<file path="src/rtl/dp_lt_pkg.sv">
// rtl/dp_lt_pkg.sv - shared types, codes and lane-mask helper for link training
package dp_lt_pkg;

    typedef enum logic [1:0] {
        IDLE    = 2'd0,
        CR      = 2'd1,
        EQ      = 2'd2,
        ALIGNED = 2'd3
    } state_t;

    localparam logic [7:0] BW_RBR  = 8'h06;
    localparam logic [7:0] BW_HBR  = 8'h0A;
    localparam logic [7:0] BW_HBR2 = 8'h14;
    localparam logic [7:0] BW_HBR3 = 8'h1E;

    localparam logic [1:0] LC_1       = 2'b00;
    localparam logic [1:0] LC_2       = 2'b01;
    localparam logic [1:0] LC_ILLEGAL = 2'b10;
    localparam logic [1:0] LC_4       = 2'b11;

    localparam logic [1:0] TPS_NONE = 2'b00;
    localparam logic [1:0] TPS_1    = 2'b01;
    localparam logic [1:0] TPS_2    = 2'b10;
    localparam logic [1:0] TPS_3    = 2'b11;

    // Lane-count code to per-lane enable mask; the illegal code enables nothing.
    function automatic logic [3:0] lc2mask(input logic [1:0] lc);
        logic [3:0] m;
        case (lc)
            LC_1:    m = 4'b0001;
            LC_2:    m = 4'b0011;
            LC_4:    m = 4'b1111;
            default: m = 4'b0000;
        endcase
        return m;
    endfunction

endpackage

</file>
<file path="src/rtl/lt_lane_lock_filter.sv">
// rtl/lt_lane_lock_filter.sv - saturating consecutive-high filter for one PHY lock flag
module lt_lane_lock_filter #(
    parameter int LOCK_CYCLES = 4
) (
    input  logic clk,
    input  logic rst_n,
    input  logic i_flag,
    output logic o_stable
);

    localparam int CW = $clog2(LOCK_CYCLES + 1);
    localparam logic [CW-1:0] SAT = CW'(LOCK_CYCLES);

    logic [CW-1:0] r_cnt;

    // Count consecutive high cycles, saturate at LOCK_CYCLES, restart on any low cycle.
    always_ff @(posedge clk or negedge rst_n) begin
        if (!rst_n)
            r_cnt <= '0;
        else if (!i_flag)
            r_cnt <= '0;
        else if (r_cnt != SAT)
            r_cnt <= r_cnt + 1'b1;
    end

    assign o_stable = (r_cnt == SAT);

endmodule

</file>
<file path="src/rtl/lt_sink_responder.sv">
// rtl/lt_sink_responder.sv - sink-side DP link-training CR/EQ status and adjust responder
module lt_sink_responder
    import dp_lt_pkg::*;
#(
    parameter int         LOCK_CYCLES  = 4,
    parameter int         ADJ_INTERVAL = 8,
    parameter logic [7:0] MAX_BW       = 8'h1E,
    parameter logic [1:0] MAX_LC       = 2'b11
) (
    input  logic       clk,
    input  logic       rst_n,
    input  logic       tps_vld,
    input  logic [1:0] tps_sel,
    input  logic [7:0] link_bw,
    input  logic [1:0] lane_cnt,
    input  logic       lane_set_vld,
    input  logic [7:0] lane_set_vs,
    input  logic [7:0] lane_set_pe,
    input  logic [3:0] phy_cdr_lock,
    input  logic [3:0] phy_sym_lock,
    output logic [3:0] cr_done,
    output logic [3:0] eq_done,
    output logic       align_done,
    output logic [7:0] adj_vs,
    output logic [7:0] adj_pe,
    output logic       status_vld
);

    localparam int IW = (ADJ_INTERVAL > 1) ? $clog2(ADJ_INTERVAL) : 1;
    localparam logic [IW-1:0] IVL_TERM = IW'(ADJ_INTERVAL - 1);

    state_t        r_state, w_state_nxt;
    logic [7:0]    r_bw, r_vs, r_pe;
    logic [1:0]    r_lc;
    logic [IW-1:0] r_ivl_cnt, w_ivl_nxt;
    logic [3:0]    r_cr_done, r_eq_done, w_cr_nxt, w_eq_nxt;
    logic          r_align_done, r_status_vld, w_align_nxt, w_status_nxt;
    logic [7:0]    r_adj_vs, r_adj_pe, w_adj_vs_nxt, w_adj_pe_nxt;

    logic [3:0] w_cdr_stable, w_sym_stable, w_mask, w_cdr_lost, w_sym_lost;
    logic       w_supported, w_tick;

    genvar g;
    for (g = 0; g < 4; g++) begin : g_lane
        lt_lane_lock_filter #(.LOCK_CYCLES(LOCK_CYCLES)) u_cdr_filt (
            .clk(clk), .rst_n(rst_n), .i_flag(phy_cdr_lock[g]), .o_stable(w_cdr_stable[g])
        );
        lt_lane_lock_filter #(.LOCK_CYCLES(LOCK_CYCLES)) u_sym_filt (
            .clk(clk), .rst_n(rst_n), .i_flag(phy_sym_lock[g]), .o_stable(w_sym_stable[g])
        );
    end

    assign w_supported = (r_bw == BW_RBR || r_bw == BW_HBR || r_bw == BW_HBR2 || r_bw == BW_HBR3)
                      && (r_bw <= MAX_BW) && (r_lc != LC_ILLEGAL) && (r_lc <= MAX_LC);
    assign w_mask      = w_supported ? lc2mask(r_lc) : 4'b0000;
    assign w_cdr_lost  = w_mask & ~phy_cdr_lock;
    assign w_sym_lost  = w_mask & ~phy_sym_lock;
    // A fresh TPS or lane-set write restarts the interval, so it also swallows a tick.
    assign w_tick      = (r_state == CR || r_state == EQ) && (r_ivl_cnt == IVL_TERM)
                      && !tps_vld && !lane_set_vld;

    // Capture link config on TPS writes and drive settings on lane-set writes.
    always_ff @(posedge clk or negedge rst_n) begin
        if (!rst_n) begin
            r_bw <= '0;
            r_lc <= '0;
            r_vs <= '0;
            r_pe <= '0;
        end else begin
            if (tps_vld) begin
                r_bw <= link_bw;
                r_lc <= lane_cnt;
            end
            if (lane_set_vld) begin
                r_vs <= lane_set_vs;
                r_pe <= lane_set_pe;
            end
        end
    end

    // State, interval counter and registered status outputs.
    always_ff @(posedge clk or negedge rst_n) begin
        if (!rst_n) begin
            r_state      <= IDLE;
            r_ivl_cnt    <= '0;
            r_cr_done    <= '0;
            r_eq_done    <= '0;
            r_align_done <= 1'b0;
            r_adj_vs     <= '0;
            r_adj_pe     <= '0;
            r_status_vld <= 1'b0;
        end else begin
            r_state      <= w_state_nxt;
            r_ivl_cnt    <= w_ivl_nxt;
            r_cr_done    <= w_cr_nxt;
            r_eq_done    <= w_eq_nxt;
            r_align_done <= w_align_nxt;
            r_adj_vs     <= w_adj_vs_nxt;
            r_adj_pe     <= w_adj_pe_nxt;
            r_status_vld <= w_status_nxt;
        end
    end

    // Next state and next outputs: per-state tick evaluation, then TPS writes override.
    always_comb begin
        w_state_nxt  = r_state;
        w_cr_nxt     = r_cr_done;
        w_eq_nxt     = r_eq_done;
        w_align_nxt  = r_align_done;
        w_adj_vs_nxt = r_adj_vs;
        w_adj_pe_nxt = r_adj_pe;
        w_status_nxt = 1'b0;

        if (tps_vld || lane_set_vld)
            w_ivl_nxt = '0;
        else if (r_state == CR || r_state == EQ)
            w_ivl_nxt = (r_ivl_cnt == IVL_TERM) ? '0 : r_ivl_cnt + 1'b1;
        else
            w_ivl_nxt = '0;

        case (r_state)
            CR: begin
                if (w_tick) begin
                    w_cr_nxt     = w_cdr_stable & w_mask;
                    w_adj_pe_nxt = r_pe;
                    w_status_nxt = 1'b1;
                    for (int l = 0; l < 4; l++) begin
                        if (w_mask[l] && !w_cdr_stable[l] && r_vs[2*l +: 2] != 2'd3)
                            w_adj_vs_nxt[2*l +: 2] = r_vs[2*l +: 2] + 2'd1;
                        else
                            w_adj_vs_nxt[2*l +: 2] = r_vs[2*l +: 2];
                    end
                end
            end
            EQ: begin
                if (w_tick) begin
                    w_cr_nxt     = w_cdr_stable & w_mask;
                    w_eq_nxt     = w_sym_stable & w_cr_nxt;
                    w_align_nxt  = (w_eq_nxt == w_mask) && (w_mask != 4'b0000);
                    w_adj_vs_nxt = r_vs;
                    w_status_nxt = 1'b1;
                    for (int l = 0; l < 4; l++) begin
                        if (w_mask[l] && !w_eq_nxt[l]
                            && ({1'b0, r_vs[2*l +: 2]} + {1'b0, r_pe[2*l +: 2]} + 3'd1) <= 3'd3)
                            w_adj_pe_nxt[2*l +: 2] = r_pe[2*l +: 2] + 2'd1;
                        else
                            w_adj_pe_nxt[2*l +: 2] = r_pe[2*l +: 2];
                    end
                end
            end
            ALIGNED: begin
                if ((w_cdr_lost | w_sym_lost) != 4'b0000) begin
                    w_cr_nxt     = r_cr_done & ~w_cdr_lost;
                    w_eq_nxt     = r_eq_done & ~(w_cdr_lost | w_sym_lost);
                    w_align_nxt  = 1'b0;
                    w_status_nxt = 1'b1;
                    w_state_nxt  = EQ;
                end
            end
            default: ;
        endcase

        if (tps_vld) begin
            case (tps_sel)
                TPS_1: begin
                    w_state_nxt  = CR;
                    w_cr_nxt     = '0;
                    w_eq_nxt     = '0;
                    w_align_nxt  = 1'b0;
                    w_adj_vs_nxt = '0;
                    w_adj_pe_nxt = '0;
                    w_status_nxt = 1'b0;
                end
                TPS_2, TPS_3: begin
                    w_state_nxt = EQ;
                end
                default: begin
                    if (r_align_done) begin
                        w_state_nxt = ALIGNED;
                    end else begin
                        w_state_nxt  = IDLE;
                        w_cr_nxt     = '0;
                        w_eq_nxt     = '0;
                        w_align_nxt  = 1'b0;
                        w_adj_vs_nxt = '0;
                        w_adj_pe_nxt = '0;
                        w_status_nxt = 1'b0;
                    end
                end
            endcase
        end
    end

    assign cr_done    = r_cr_done;
    assign eq_done    = r_eq_done;
    assign align_done = r_align_done;
    assign adj_vs     = r_adj_vs;
    assign adj_pe     = r_adj_pe;
    assign status_vld = r_status_vld;

endmodule

</file>
<file path="config.mk">
export PLATFORM = sky130hd
export DESIGN_NAME = lt_sink_responder
export DESIGN_NICKNAME = d
export VERILOG_FILES = /design/src/rtl/dp_lt_pkg.sv /design/src/rtl/lt_lane_lock_filter.sv /design/src/rtl/lt_sink_responder.sv
export SDC_FILE = /design/constraint.sdc
export NUM_CORES = 1
export LEC_CHECK = 0
export ABC_AREA = 1
export BUFFER_PORTS_ARGS = -buffer_cell sky130_fd_sc_hd__buf_2
export CAP_MARGIN = 0
export CELL_PAD_IN_SITES_DETAIL_PLACEMENT = 0
export CELL_PAD_IN_SITES_GLOBAL_PLACEMENT = 2
export CORE_MARGIN = 2
export CORE_UTILIZATION = 34
export CTS_CLUSTER_DIAMETER = 30
export DETAILED_ROUTE_END_ITERATION = 12
export GPL_ROUTABILITY_DRIVEN = 0
export PLACE_DENSITY = 0.9
export SLEW_MARGIN = 20
export SYNTH_ARGS = -nofsm -noshare
export SYNTH_HDL_FRONTEND = slang
export SYNTH_SLANG_ARGS = --single-unit
</file>
<file path="constraint.sdc">
create_clock -name clk -period 2.42 [get_ports clk]
set_input_delay 0.121 -clock clk [delete_from_list [all_inputs] [get_ports clk]]
set_output_delay 0.121 -clock clk [all_outputs]
set_load 0.01 [all_outputs]
</file>
==> impl_metrics.json <==
{
  "end_kind": "flop",
  "postSynthNetCount": 659,
  "avgSynthCellArea_um2": 8.106,
  "io_pins": 66,
  "netlist_instances": 581,
  "period_share": 0.9184,
  "first_iter_violations": 179,
  "hold_violations": 1,
  "ys_top_cells_by_count": "98 x nand2_1, 91 x inv_1, 83 x o21ai_0",
  "num_antenna_cells": 0,
  "via_per_inst": 4.893,
  "max-slew-margin-rel": 0.6565,
  "synth_top_cell_by_area": "dfrtp_1",
  "dpl.hpwl_um": 9057,
  "die_x_um": 121.7,
  "total_power_mw": 4.621,
  "first_pass_iters": 5,
  "path_class": "flop to flop",
  "ant_nets": 0,
  "min_from": "lane_set_vs[6]",
  "syn2layout_area_growth_pct": 25.19,
  "hold_depth": 3,
  "whs_ns": -0.001373,
  "wirelength_um": 12430,
  "critPathRequiredTime_ns": 2.69,
  "peakVddDrop_v": 0.0003608,
  "grtUsageTotal": 0.1793,
  "grt_setup_unrepaired": "no",
  "clk_pin_slew_ns": 0.06,
  "cts_buffer_depth": 2,
  "period_needed_ns": 2.222,
  "vias": 4223,
  "die-area_um2": 14810,
  "grt_busiest_layer": "met2",
  "grt_use_met1": 0.2347,
  "cts-root-buf": "clkbuf_16",
  "yosysUniqueCellTypes": 38,
  "fill_cells": 1405,
  "row_count": 43,
  "ys.flop_type": "dfrtp_1",
  "place_ws_ns": 0.1057,
  "cts_buffers": 9,
  "maxSlewViolCount": 0,
  "grt-ovfl-total": 0,
  "power.leakage_nw": 2.991,
  "hold_path_class": "input port to flop",
  "grt_pass1_wl_um": 20440,
  "portBuffers": 65,
  "ys_seq_area_frac": 0.4304,
  "setup_viol": 0,
  "antenna_found_initial": 0,
  "drv_cap": 0,
  "synth-edff-count": 0,
  "first_global_vias": 4198,
  "status": "complete, but fails checks",
  "synth_top_area_frac": 0.4304,
  "wl_per_cell_um": 14.40,
  "synthArstFlopShare": 1.000,
  "yosysWarnings": 0,
  "use_met3": 0.03230,
  "syn_area_um2": 4710,
  "cts.sinks": 81,
  "r2r_cells": 15,
  "worstPathMaxFanout": 5,
  "violations": "negative hold slack",
  "grt_use_met2": 0.2939,
  "startpoint_type": "flop",
  "fin_cells": 863,
  "dp.cells": 821,
  "h-tree-depth": 3,
  "p_per_area_nw_per_um2": 783.8,
  "grt_max_degree": 48,
  "worst_pin_slew_ns": 0.5147,
  "synth.most_common_cell": "nand2_1",
  "setup_ws_ns": 0.1976,
  "drc": 0,
  "start_util": 0.3433,
  "synth_area_leaders": "dfrtp_1 43%, ha_1 9.0%, o21ai_0 8.8%, nand2_1 7.8%, inv_1 7.3%",
  "crit_start": "r_lc[0]$_DFFE_PN0P_",
  "regToRegStartpoint": "r_lc[0]$_DFFE_PN0P_",
  "fin_worst_skew_ns": 0.004987,
  "drive_above_1_share": 0.1669,
  "fmax_mhz": 450.0,
  "synth-seq-cells": 81,
  "finalNetCount": 756,
  "die_h_um": 121.7,
  "clk_latency_ns": 0.35,
  "core_um2": 13720,
  "setup_tns_ns": 0,
  "cts_tree": "done",
  "crit_arrival_ns": 2.50
}
-- critical path: stages (launching register included) --
cell     delay [ns]
dfrtp_1        0.44
inv_2          0.08
nand2_2        0.07
o21ai_2        0.07
nor2_4         0.12
nand3_2        0.13
nor2_4         0.20
buf_4          0.15
nand3_4        0.06
ha_1           0.28
nand4_1        0.07
nor2_1         0.10
nand2_1        0.05
o21ai_0        0.08
a21oi_1        0.08
a21oi_1        0.15
-- flip-flops by register name, indices dropped and copies added, names as in the netlist --
register and cells:
g_lane.u_cdr_filt.r_cnt 12, g_lane.u_sym_filt.r_cnt 12, adj_pe 8, adj_vs 8
r_bw 8, r_pe 8, r_vs 8, cr_done 4
eq_done 4, r_ivl_cnt 3, r_lc 2, r_state 2
align_done 1, status_vld 1
-- final timing paths --
kind | to | slack (ns)
worst max-delay path | align_done$_DFF_PN0_ | 0.20
worst min-delay path | r_vs[6]$_DFFE_PN0P_ | -0.001
worst max register to register | align_done$_DFF_PN0_ | 0.20
worst min register to register | r_ivl_cnt[0]$_DFF_PN0_ | 0.45
max in group asynchronous | g_lane[1].u_sym_filt.r_cnt[2]$_DFFE_PN0P_ | 1.51
min in group asynchronous | r_pe[1]$_DFFE_PN0P_ | 0.28
-- cell families (layout without fill, tap and decap cells) --
logic type	count (synthesis)	in the layout	synth area share
xor+xnor	4	4	0.007438
simple gates	195	195	0.1820
flops	81	81	0.4304
fa+ha+maj	38	38	0.1073
buf+inv	110	212	0.09219
compound gates	150	150	0.1735
mux	3	3	0.007173
-- routing by layer --
metal / vias to the layer above / part of all wire / wire length (µm)
li1: 2107 / - / -
met1: 2002 / 0.46 / 5764
met5: - / 0 / 0
met3: 17 / 0.049 / 611
met4: 0 / 0.019 / 240
met2: 97 / 0.47 / 5816
-- per-stage QoR --
step | utilization | instance area [µm²]
after global placement | 0.3847 | 5278
after global routing | 0.4297 | 5896
after CTS | 0.4276 | 5867
after detailed placement | 0.3847 | 5278
after floorplan | - | 4710
final | 0.4297 | 5896
-- final cells by class --
class / count / area (µm²) / share of cell area
Sequential cell: 81 / 2027 / 0.3438
Tap cell: 180 / 225.2 / 0.03820
Clock buffer: 10 / 229.0 / 0.03884
Multi-Input combinational cell: 390 / 2255 / 0.3824
Timing Repair Buffer: 102 / 675.6 / 0.1146
Inverter: 94 / 354.1 / 0.06006
Clock inverter: 6 / 130.1 / 0.02207
-- power breakdown --
part	internal [mW]	leakage (nW)	switching, mW
sequential	1.60	1.04	0.219
clock	1.11	0.176	0.556
combinational	0.452	1.78	0.686
total	3.16	2.99	1.46
-- placed cells by master, fill, tap and decap left out, types with 9 or more instances in the layout --
cell type       n
nand2_1        98
inv_1          89
o21ai_0        83
dfrtp_1        81
buf_2          64
nand3_1        37
nor2_1         36
a21oi_1        35
ha_1           34
dlygate4sd3_1  23
buf_4          14
a31oi_1         9
clkbuf_16       9
-- timing repair --
item | in CTS | in global routing
endpoints found under the setup margin | 0 | 6
hold buffers | 23 | 0
endpoints found under the hold margin | 56 | 0
resized for setup | 0 | 4
buffers inserted | 0 | 3
Note: power is estimated with default switching activity, not from simulation.
